### config.mk
export PLATFORM = sky130hd
export DESIGN_NAME = idecode_fwd
export DESIGN_NICKNAME = d
export VERILOG_FILES = /design/src/rtl/idecode_fwd.sv
export SDC_FILE = /design/constraint.sdc
export NUM_CORES = 2
export LEC_CHECK = 0
export BUFFER_PORTS_ARGS = -buffer_cell sky130_fd_sc_hd__buf_2
export CORE_ASPECT_RATIO = 1.25
export CORE_UTILIZATION = 50
export DETAILED_ROUTE_END_ITERATION = 7
export GPL_ROUTABILITY_DRIVEN = 0
export HOLD_SLACK_MARGIN = 0.1
export PLACE_DENSITY = 0.65
export SYNTH_ARGS = -nofsm -noshare
export SYNTH_HDL_FRONTEND = slang
export SYNTH_SLANG_ARGS = --single-unit
### constraint.sdc
create_clock -name clk_i -period 3.2 [get_ports clk_i]
set_clock_uncertainty 0.1 [all_clocks]
set_input_delay 0.32 -clock clk_i [delete_from_list [all_inputs] [get_ports clk_i]]
set_output_delay 0.32 -clock clk_i [all_outputs]
set_load 0.02 [all_outputs]
### src/rtl/idecode_fwd.sv
// rtl/idecode_fwd.sv - bexkat1 decode stage with register file, per-lane forwarding and load-use hazard detection
//
// Purpose: decodes the instruction word, reads two operands from an internal
// register file with EX/WB forwarding per half-word lane, detects load-use
// hazards and registers the decoded instruction towards EX behind a
// valid/stall/flush handshake (1-cycle latency).
//
// Ports:
//   clk_i, rst_i                 clock, synchronous active-high reset
//   valid_i, ir_i, pc_i          incoming instruction from fetch
//   stall_i, flush_i             EX back-pressure, kill of this stage
//   wb_write_i/addr_i/data_i     write-back port (per-lane write enable {hi,lo})
//   ex_write_i/addr_i/data_i     EX-stage result for forwarding
//   ex_is_load_i                 EX result is a load, data not yet available
//   ready_o, hazard_o            combinational accept / load-use hazard
//   valid_o, ir_o, pc_o          registered instruction towards EX
//   reg_write_o                  registered lane write enable
//   reg_data_out1/2              registered operands
module idecode_fwd #(
  parameter int DATA_W = 32,
  parameter int NREGS  = 16,
  parameter int IR_W   = 64,
  parameter int FWD_EN = 1
) (
  input  logic                     clk_i,
  input  logic                     rst_i,
  input  logic                     valid_i,
  input  logic [IR_W-1:0]          ir_i,
  input  logic [31:0]              pc_i,
  input  logic                     stall_i,
  input  logic                     flush_i,
  input  logic [1:0]               wb_write_i,
  input  logic [$clog2(NREGS)-1:0] wb_addr_i,
  input  logic [DATA_W-1:0]        wb_data_i,
  input  logic [1:0]               ex_write_i,
  input  logic [$clog2(NREGS)-1:0] ex_addr_i,
  input  logic [DATA_W-1:0]        ex_data_i,
  input  logic                     ex_is_load_i,
  output logic                     ready_o,
  output logic                     hazard_o,
  output logic                     valid_o,
  output logic [IR_W-1:0]          ir_o,
  output logic [31:0]              pc_o,
  output logic [1:0]               reg_write_o,
  output logic [DATA_W-1:0]        reg_data_out1,
  output logic [DATA_W-1:0]        reg_data_out2
);

  localparam int AW = $clog2(NREGS);
  localparam int HW = DATA_W / 2;
  localparam bit FWD = (FWD_EN != 0);

  localparam logic [3:0] T_CMP   = 4'h3;
  localparam logic [3:0] T_MOV   = 4'h4;
  localparam logic [3:0] T_ALU   = 4'h6;
  localparam logic [3:0] T_LDI   = 4'ha;
  localparam logic [3:0] T_LOAD  = 4'hb;
  localparam logic [3:0] T_STORE = 4'hc;

  logic [DATA_W-1:0] r_regs [NREGS];

  logic              r_valid;
  logic [IR_W-1:0]   r_ir;
  logic [31:0]       r_pc;
  logic [1:0]        r_reg_write;
  logic [DATA_W-1:0] r_data1;
  logic [DATA_W-1:0] r_data2;

  logic [3:0]        w_type;
  logic [3:0]        w_op;
  logic [AW-1:0]     w_ra;
  logic [AW-1:0]     w_rb;
  logic [AW-1:0]     w_rc;
  logic [AW-1:0]     w_src1;
  logic [AW-1:0]     w_src2;
  logic              w_use1;
  logic              w_use2;
  logic [1:0]        w_reg_write_next;
  logic [DATA_W-1:0] w_op1;
  logic [DATA_W-1:0] w_op2;
  logic              w_ex_match;
  logic              w_hazard;

  assign w_type = ir_i[31:28];
  assign w_op   = ir_i[27:24];
  assign w_ra   = AW'(ir_i[23:20]);
  assign w_rb   = AW'(ir_i[19:16]);
  assign w_rc   = AW'(ir_i[15:12]);

  always_comb begin
    w_src1           = w_rb;
    w_src2           = w_rc;
    w_use1           = 1'b1;
    w_use2           = 1'b1;
    w_reg_write_next = 2'b00;
    case (w_type)
      T_CMP, T_STORE: begin
        w_src1 = w_ra;
        w_src2 = w_rb;
      end
      T_LOAD: begin
        w_src1           = w_ra;
        w_src2           = w_rb;
        w_reg_write_next = 2'b11;
      end
      T_LDI: begin
        w_use1           = 1'b0;
        w_use2           = 1'b0;
        w_reg_write_next = 2'b11;
      end
      T_ALU: w_reg_write_next = 2'b11;
      T_MOV: begin
        w_use2           = 1'b0;
        w_reg_write_next = w_op[1:0];
      end
      default: ;
    endcase
  end

  // EX beats WB beats the array, independently per lane. A load in EX has no
  // data yet, so it never forwards; the hazard below holds the instruction.
  always_comb begin
    w_op1 = r_regs[w_src1];
    w_op2 = r_regs[w_src2];
    for (int l = 0; l < 2; l++) begin
      if (FWD && ex_write_i[l] && ex_addr_i == w_src1 && !ex_is_load_i)
        w_op1[l*HW +: HW] = ex_data_i[l*HW +: HW];
      else if (wb_write_i[l] && wb_addr_i == w_src1)
        w_op1[l*HW +: HW] = wb_data_i[l*HW +: HW];
      if (FWD && ex_write_i[l] && ex_addr_i == w_src2 && !ex_is_load_i)
        w_op2[l*HW +: HW] = ex_data_i[l*HW +: HW];
      else if (wb_write_i[l] && wb_addr_i == w_src2)
        w_op2[l*HW +: HW] = wb_data_i[l*HW +: HW];
    end
  end

  // Without forwarding every read of the EX destination has to wait.
  assign w_ex_match = (w_use1 && w_src1 == ex_addr_i) || (w_use2 && w_src2 == ex_addr_i);
  assign w_hazard   = valid_i && w_ex_match && (|ex_write_i) && (ex_is_load_i || !FWD);

  assign hazard_o = w_hazard;
  assign ready_o  = !stall_i && !w_hazard;

  always_ff @(posedge clk_i) begin
    if (rst_i) begin
      for (int i = 0; i < NREGS; i++)
        r_regs[i] <= '0;
    end else begin
      for (int l = 0; l < 2; l++)
        if (wb_write_i[l])
          r_regs[wb_addr_i][l*HW +: HW] <= wb_data_i[l*HW +: HW];
    end
  end

  always_ff @(posedge clk_i) begin
    if (rst_i) begin
      r_valid     <= 1'b0;
      r_ir        <= '0;
      r_pc        <= '0;
      r_reg_write <= 2'b00;
      r_data1     <= '0;
      r_data2     <= '0;
    end else if (flush_i) begin
      r_valid     <= 1'b0;
      r_reg_write <= 2'b00;
    end else if (!stall_i) begin
      // While stalled nothing is re-sampled: EX owns forwarding into its
      // held operands until it accepts.
      if (w_hazard) begin
        r_valid     <= 1'b0;
        r_reg_write <= 2'b00;
      end else begin
        r_valid     <= valid_i;
        r_ir        <= ir_i;
        r_pc        <= pc_i;
        r_reg_write <= valid_i ? w_reg_write_next : 2'b00;
        r_data1     <= w_op1;
        r_data2     <= w_op2;
      end
    end
  end

  assign valid_o       = r_valid;
  assign ir_o          = r_ir;
  assign pc_o          = r_pc;
  assign reg_write_o   = r_reg_write;
  assign reg_data_out1 = r_data1;
  assign reg_data_out2 = r_data2;

endmodule

# Yosys cells after proc, flatten, opt, wreduce, memory -nomap -nowiden
# Memory sizes are Yosys's and may differ from the RTL's.
# Cells that the tools add are included.
[op_classes]
n_addsub = 0
n_mul = 0
div_mod_pow = 0
n_lt_le_gt_ge = 0
n_eq_ne = 12
n_shift = 0
muxes = 27
bitwise_logic = 3
n_reduce_logical = 29
[op_table]
columns = ["cell", "n"]
rows = [
  ["2-to-1 mux 16 bit", 8],
  ["2-to-1 mux 32 bit", 1],
  ["OR reduction 32 bit", 1],
  ["equality test 4 bit", 6],
  ["logical AND 1 bit", 18],
  ["equality test 4 bit, second input constant", 3],
  ["2-to-1 mux 4 bit", 3],
  ["2-to-1 mux 1 bit", 11],
  ["equality test 4 x 3 -> 1 bit, second input constant", 2],
  ["2-to-1 mux 2 bit", 3],
  ["OR reduction 2 bit", 3],
  ["OR reduction 3 bit", 2],
  ["equality test 4 x 2 -> 1 bit, second input constant", 1],
  ["one-hot mux 2 bit (2 select lines)", 1],
  ["zero test 1 bit", 3],
  ["NOT 1 bit", 3],
  ["AND reduction 3 bit", 1],
  ["logical OR 1 bit", 1],
]
[word_totals]
reg_bits = 163
latch_bits = 0
mem_bits_rw = 512
mem_bits_ro = 0
in_bits = 178
out_inout_bits = 165
word_cells = 78
memories = 1
[mem_list]
columns = ["name", "depth", "word_bits", "rd", "rd_clocked_by_memory_dff", "write_ports", "line_no", "text"]
rows = [
  ["r_regs", 16, 32, 2, 0, 16, "60", "logic [DATA_W-1:0] r_regs [NREGS];"],
]

# Longest topological paths before layout
[depth]
word_depth = 11
depth_mapped = 14

# Worst setup path after synthesis
# Ideal clock, no wire load.
[synth_path]
kind = "input to register"
start = "in ir_i[29]"
end = "reg r_data1[30] (netlist: reg_data_out1[30])"
setup_time_ns = 0.124
t_arrival_ns = 2.487
required_time_ns = 2.976
setup_slack_ns = 0.489
stages = 13
n_path_buf = 5
cell_sequence = "buf_6 -> and3b_1 -> buf_2 -> buf_6 -> or3_1 -> a21oi_1 -> nor4_2 -> o2bb2ai_2 -> a211o_1 -> buf_4 -> buf_2 -> a221oi_1 -> a21oi_1"
[synth_via]
elab_chain_len = 11
[synth_rtl]
columns = ["item", "line_no", "text"]
rows = [
  ["from (decl)", "28", "input logic [IR_W-1:0] ir_i,"],
  ["branches (longest 11 deep; another with memory read (16 x 32 bit))", "-", ""],
  ["to (signal assigned)", "177", "r_data1 <= w_op1;"],
  ["to (decl)", "66", "logic [DATA_W-1:0] r_data1;"],
]
# Parallel ways; which one is timed is not known.
# A chain may end at the register's enable or synchronous reset.

# Worst setup path in the final report
[layout_path]
start = "in ir_i[16]"
end = "reg r_data2[2] (netlist: reg_data_out2[2])"
[layout_via]
elab_chain_len = 9
[layout_rtl]
columns = ["item", "line_no", "text"]
rows = [
  ["branches (longest 9 deep; another with memory read (16 x 32 bit))", "-", ""],
  ["to (signal assigned)", "178", "r_data2 <= w_op2;"],
  ["to (decl)", "67", "logic [DATA_W-1:0] r_data2;"],
]
# Parallel ways; which one is timed is not known.

==> impl_metrics.ini <==
[run_status]
status = finished with violations
violations = negative setup slack

[grt]
grt_usage_pct = 39.1
grt_pass1_vias = 31500
overflow = 0
grt_pass1_wl_um = 204000
grt_max_degree = 85
antenna_found_initial = 16

[die]
num_rows = 108
ioPinCount = 343
die_w_um = 239
core_area_mm2 = 0.0695
initial_core_util_pct = 50.6
die_area_mm2 = 0.0713
die_height_um = 298

[worst_hold_path]
min_path_type = input port to flop

[finish]
utilization_pct = 62.9
final_layout_size_suffix_gt1_share_pct = 23.2
synthToLayoutAreaGrowth_pct = 24.4
fin_nets = 4216

[yosys]
synth-seq-cells = 675
synth.top_cell.area_share_pct = 43.8
netlist_top_cells_count = nand2_1 (632), and2_1 (517), edfxtp_1 (512), clkbuf_1 (182), dfxtp_1 (163)
syn-cell-area_mm2 = 0.0351
yosysTopAreaCell = edfxtp_1
synth.distinct_cells = 76
synth_cells = 3455
synth.most_common_cell = nand2_1
synth_ff_type = edfxtp_1
async_reset_ff_share_pct = 0
synthesis.nets = 3633
seq_area_frac_synth_pct = 53.1
syn_area_per_cell_um2 = 10.2
synth_warnings = 0
synth_area_leaders = edfxtp_1 (44%), dfxtp_1 (9.3%), and2_1 (9.2%)
synth-edff-count = 512

[detailed_routing]
vias = 32400
highest-signal-layer = met5
routed_wl_um = 142000
avgViaCountPerCell = 6.42
ant_nets = 0
met1_length_um = 48000
drtIter0Drc = 4423
routed-wl-met2_um = 66200
drc = 0
wl_per_cell_um = 28.2
wl_met3_um = 14900
drt_first_pass_iters = 6

[cts]
clock_path_buffers = 3
clk_latency_ns = 0.64
cts_buffers = 73
htreeDepth = 3
clkTransAtPathRegs_ns = 0.07
cts_sinks = 675
cts_tree = yes
cts.root.buffer_cell = clkbuf_16

[sta]
setup_viol = 1
tightestPinTransition_ns = 1.44
setup_slack_ns = -0.0940
rsz0062_at_grt = yes
period_share_pct = 103
min_period_ns = 3.29
maxSlewHeadroom_pct = 3.72
fmax_mhz = 304
drv_slew = 0
hold_viol_final = 0

[setup_path]
r2r_start = r_regs[12][2]$_SDFFCE_PN0P_
arrival_ns = 3.74
cp.required_ns = 3.64
worstPathMaxFanout = 12
r2r_cells = 5
cp-start-kind = input port
endpoint = reg_data_out2[2]$_SDFFE_PP0P_
rrSetupSlack_ns = 0.74
critPathCaptureType = flop
reg2reg_to = reg_data_out2[2]$_SDFFE_PP0P_
crit_path_start = ir_i[16]
criticalPathCategory = input port to flop

[placement]
place.port_buffers = 342
dp_hpwl_um = 98900
dp_slack_ns = -0.755

[run]
cap_violations = 0

[power]
irDropWorstVdd_mv = 0.478
p_per_area_mw_per_mm2 = 531
p_leak_uw = 0.0171
[worst min-delay path by stage]
| stage | from | endpoint | slack (ns) | cells past startpoint |
|---|---|---|---|---|
| floorplan | stall_i | reg_write_o[0]$_SDFFE_PP0N_ | 0.35 | 2 |
| global placement | ir_o[26]$_SDFFE_PP0P_ | ir_o[26]$_SDFFE_PP0P_ | 0.34 | 2 |
| detailed placement | ir_o[60]$_SDFFE_PP0P_ | ir_o[60]$_SDFFE_PP0P_ | 0.34 | 2 |
| CTS | wb_data_i[19] | reg_data_out1[19]$_SDFFE_PP0P_ | 0.11 | 3 |
| global route | wb_data_i[17] | r_regs[8][17]$_SDFFCE_PN0P_ | 0.13 | 2 |
| finish | wb_data_i[17] | r_regs[8][17]$_SDFFCE_PN0P_ | 0.13 | 2 |
[cells by family after synthesis]
| family | after synthesis | share of synthesized area [%] |
|---|---|---|
| XOR/XNOR | 5 | 0.125 |
| AND/OR/NAND/NOR | 1545 | 22.3 |
| buffers and inverters | 302 | 3.85 |
| multiplexers | 232 | 7.30 |
| AO/OA/AOI/OAI | 696 | 13.4 |
| flip-flops | 675 | 53.1 |
[stage by stage]
stage / area (µm²) / cells / hold WS [ns] / setup TNS (ns) / power (µW)
final: 43700 / 5042 / 0.125 / -0.0940 / 23200
after global routing: 43700 / 5034 / 0.131 / -0.0151 / 23700
after CTS: 43600 / 5028 / 0.106 / 0 / 23000
after detailed placement: 39900 / 4764 / 0.344 / -9.48 / 14500
after global placement: 39900 / 4764 / 0.339 / -5.88 / 14400
after floorplan: 35100 / 3455 / 0.350 / 0 / 12400
[critical path, stage by stage]
cell           delay [ns]
dlygate4sd3_1        0.54
buf_2                0.20
a21oi_1              0.06
buf_4                0.16
o22ai_1              0.17
buf_4                0.15
nor2_2               0.04
buf_12               0.17
buf_4                0.19
a32oi_4              0.35
nand4_1              0.67
o211a_1              0.48
o32ai_2              0.24
[power by group]
group          internal, µW  leakage (µW)  switching [µW]  total [µW]
registers              9930       0.00622             342       10300
clock network          4890       0.00116            3620        8510
logic                  1660       0.00975            2740        4400
total                 16500        0.0171            6710       23200
[placed cells by master, fill, tap and decap left out, drive strengths merged, types with 111 or more instances in the layout]
cell	instances
edfxtp	512
buf	674
o21ai	116
mux2i	111
and2	517
a21oi	160
dlygate4sd3	132
dfxtp	163
mux2	113
nand2	635
[sequential cells by signal (all words and copies together) (netlist names)]
signal and flops:
pc_o 32, reg_data_out1 32, reg_write_o 2, r_regs 512
valid_o 1, reg_data_out2 32, ir_o 64
[repair_timing]
| item | CTS | global route |
|---|---|---|
| hold buffers | 132 | 0 |
| resized for setup | 1 | 11 |
| setup endpoints to repair | 1 | 2 |
| buffers inserted | 0 | 2 |
| hold endpoints to repair | 161 | 0 |
| pin swaps | 1 | 4 |
[per-layer routing]
layer | vias up | global-route usage [%]
li1 | 13800 | -
met1 | 15600 | 44.9
met2 | 2299 | 62.8
met3 | 684 | 8.77
met4 | 16 | 31.1
met5 | - | 0.275
[final cells by class]
type | count | area (µm²)
Antenna cell | 12 | 30.0
Clock buffer | 93 | 1980
Clock inverter | 39 | 389
Fill cell | 5578 | 25800
Inverter | 3 | 12.5
Multi-Input combinational cell | 2478 | 15200
Sequential cell | 675 | 18600
Tap cell | 935 | 1170
Timing Repair Buffer | 807 | 6240
Power figures use the tool's default switching activity.
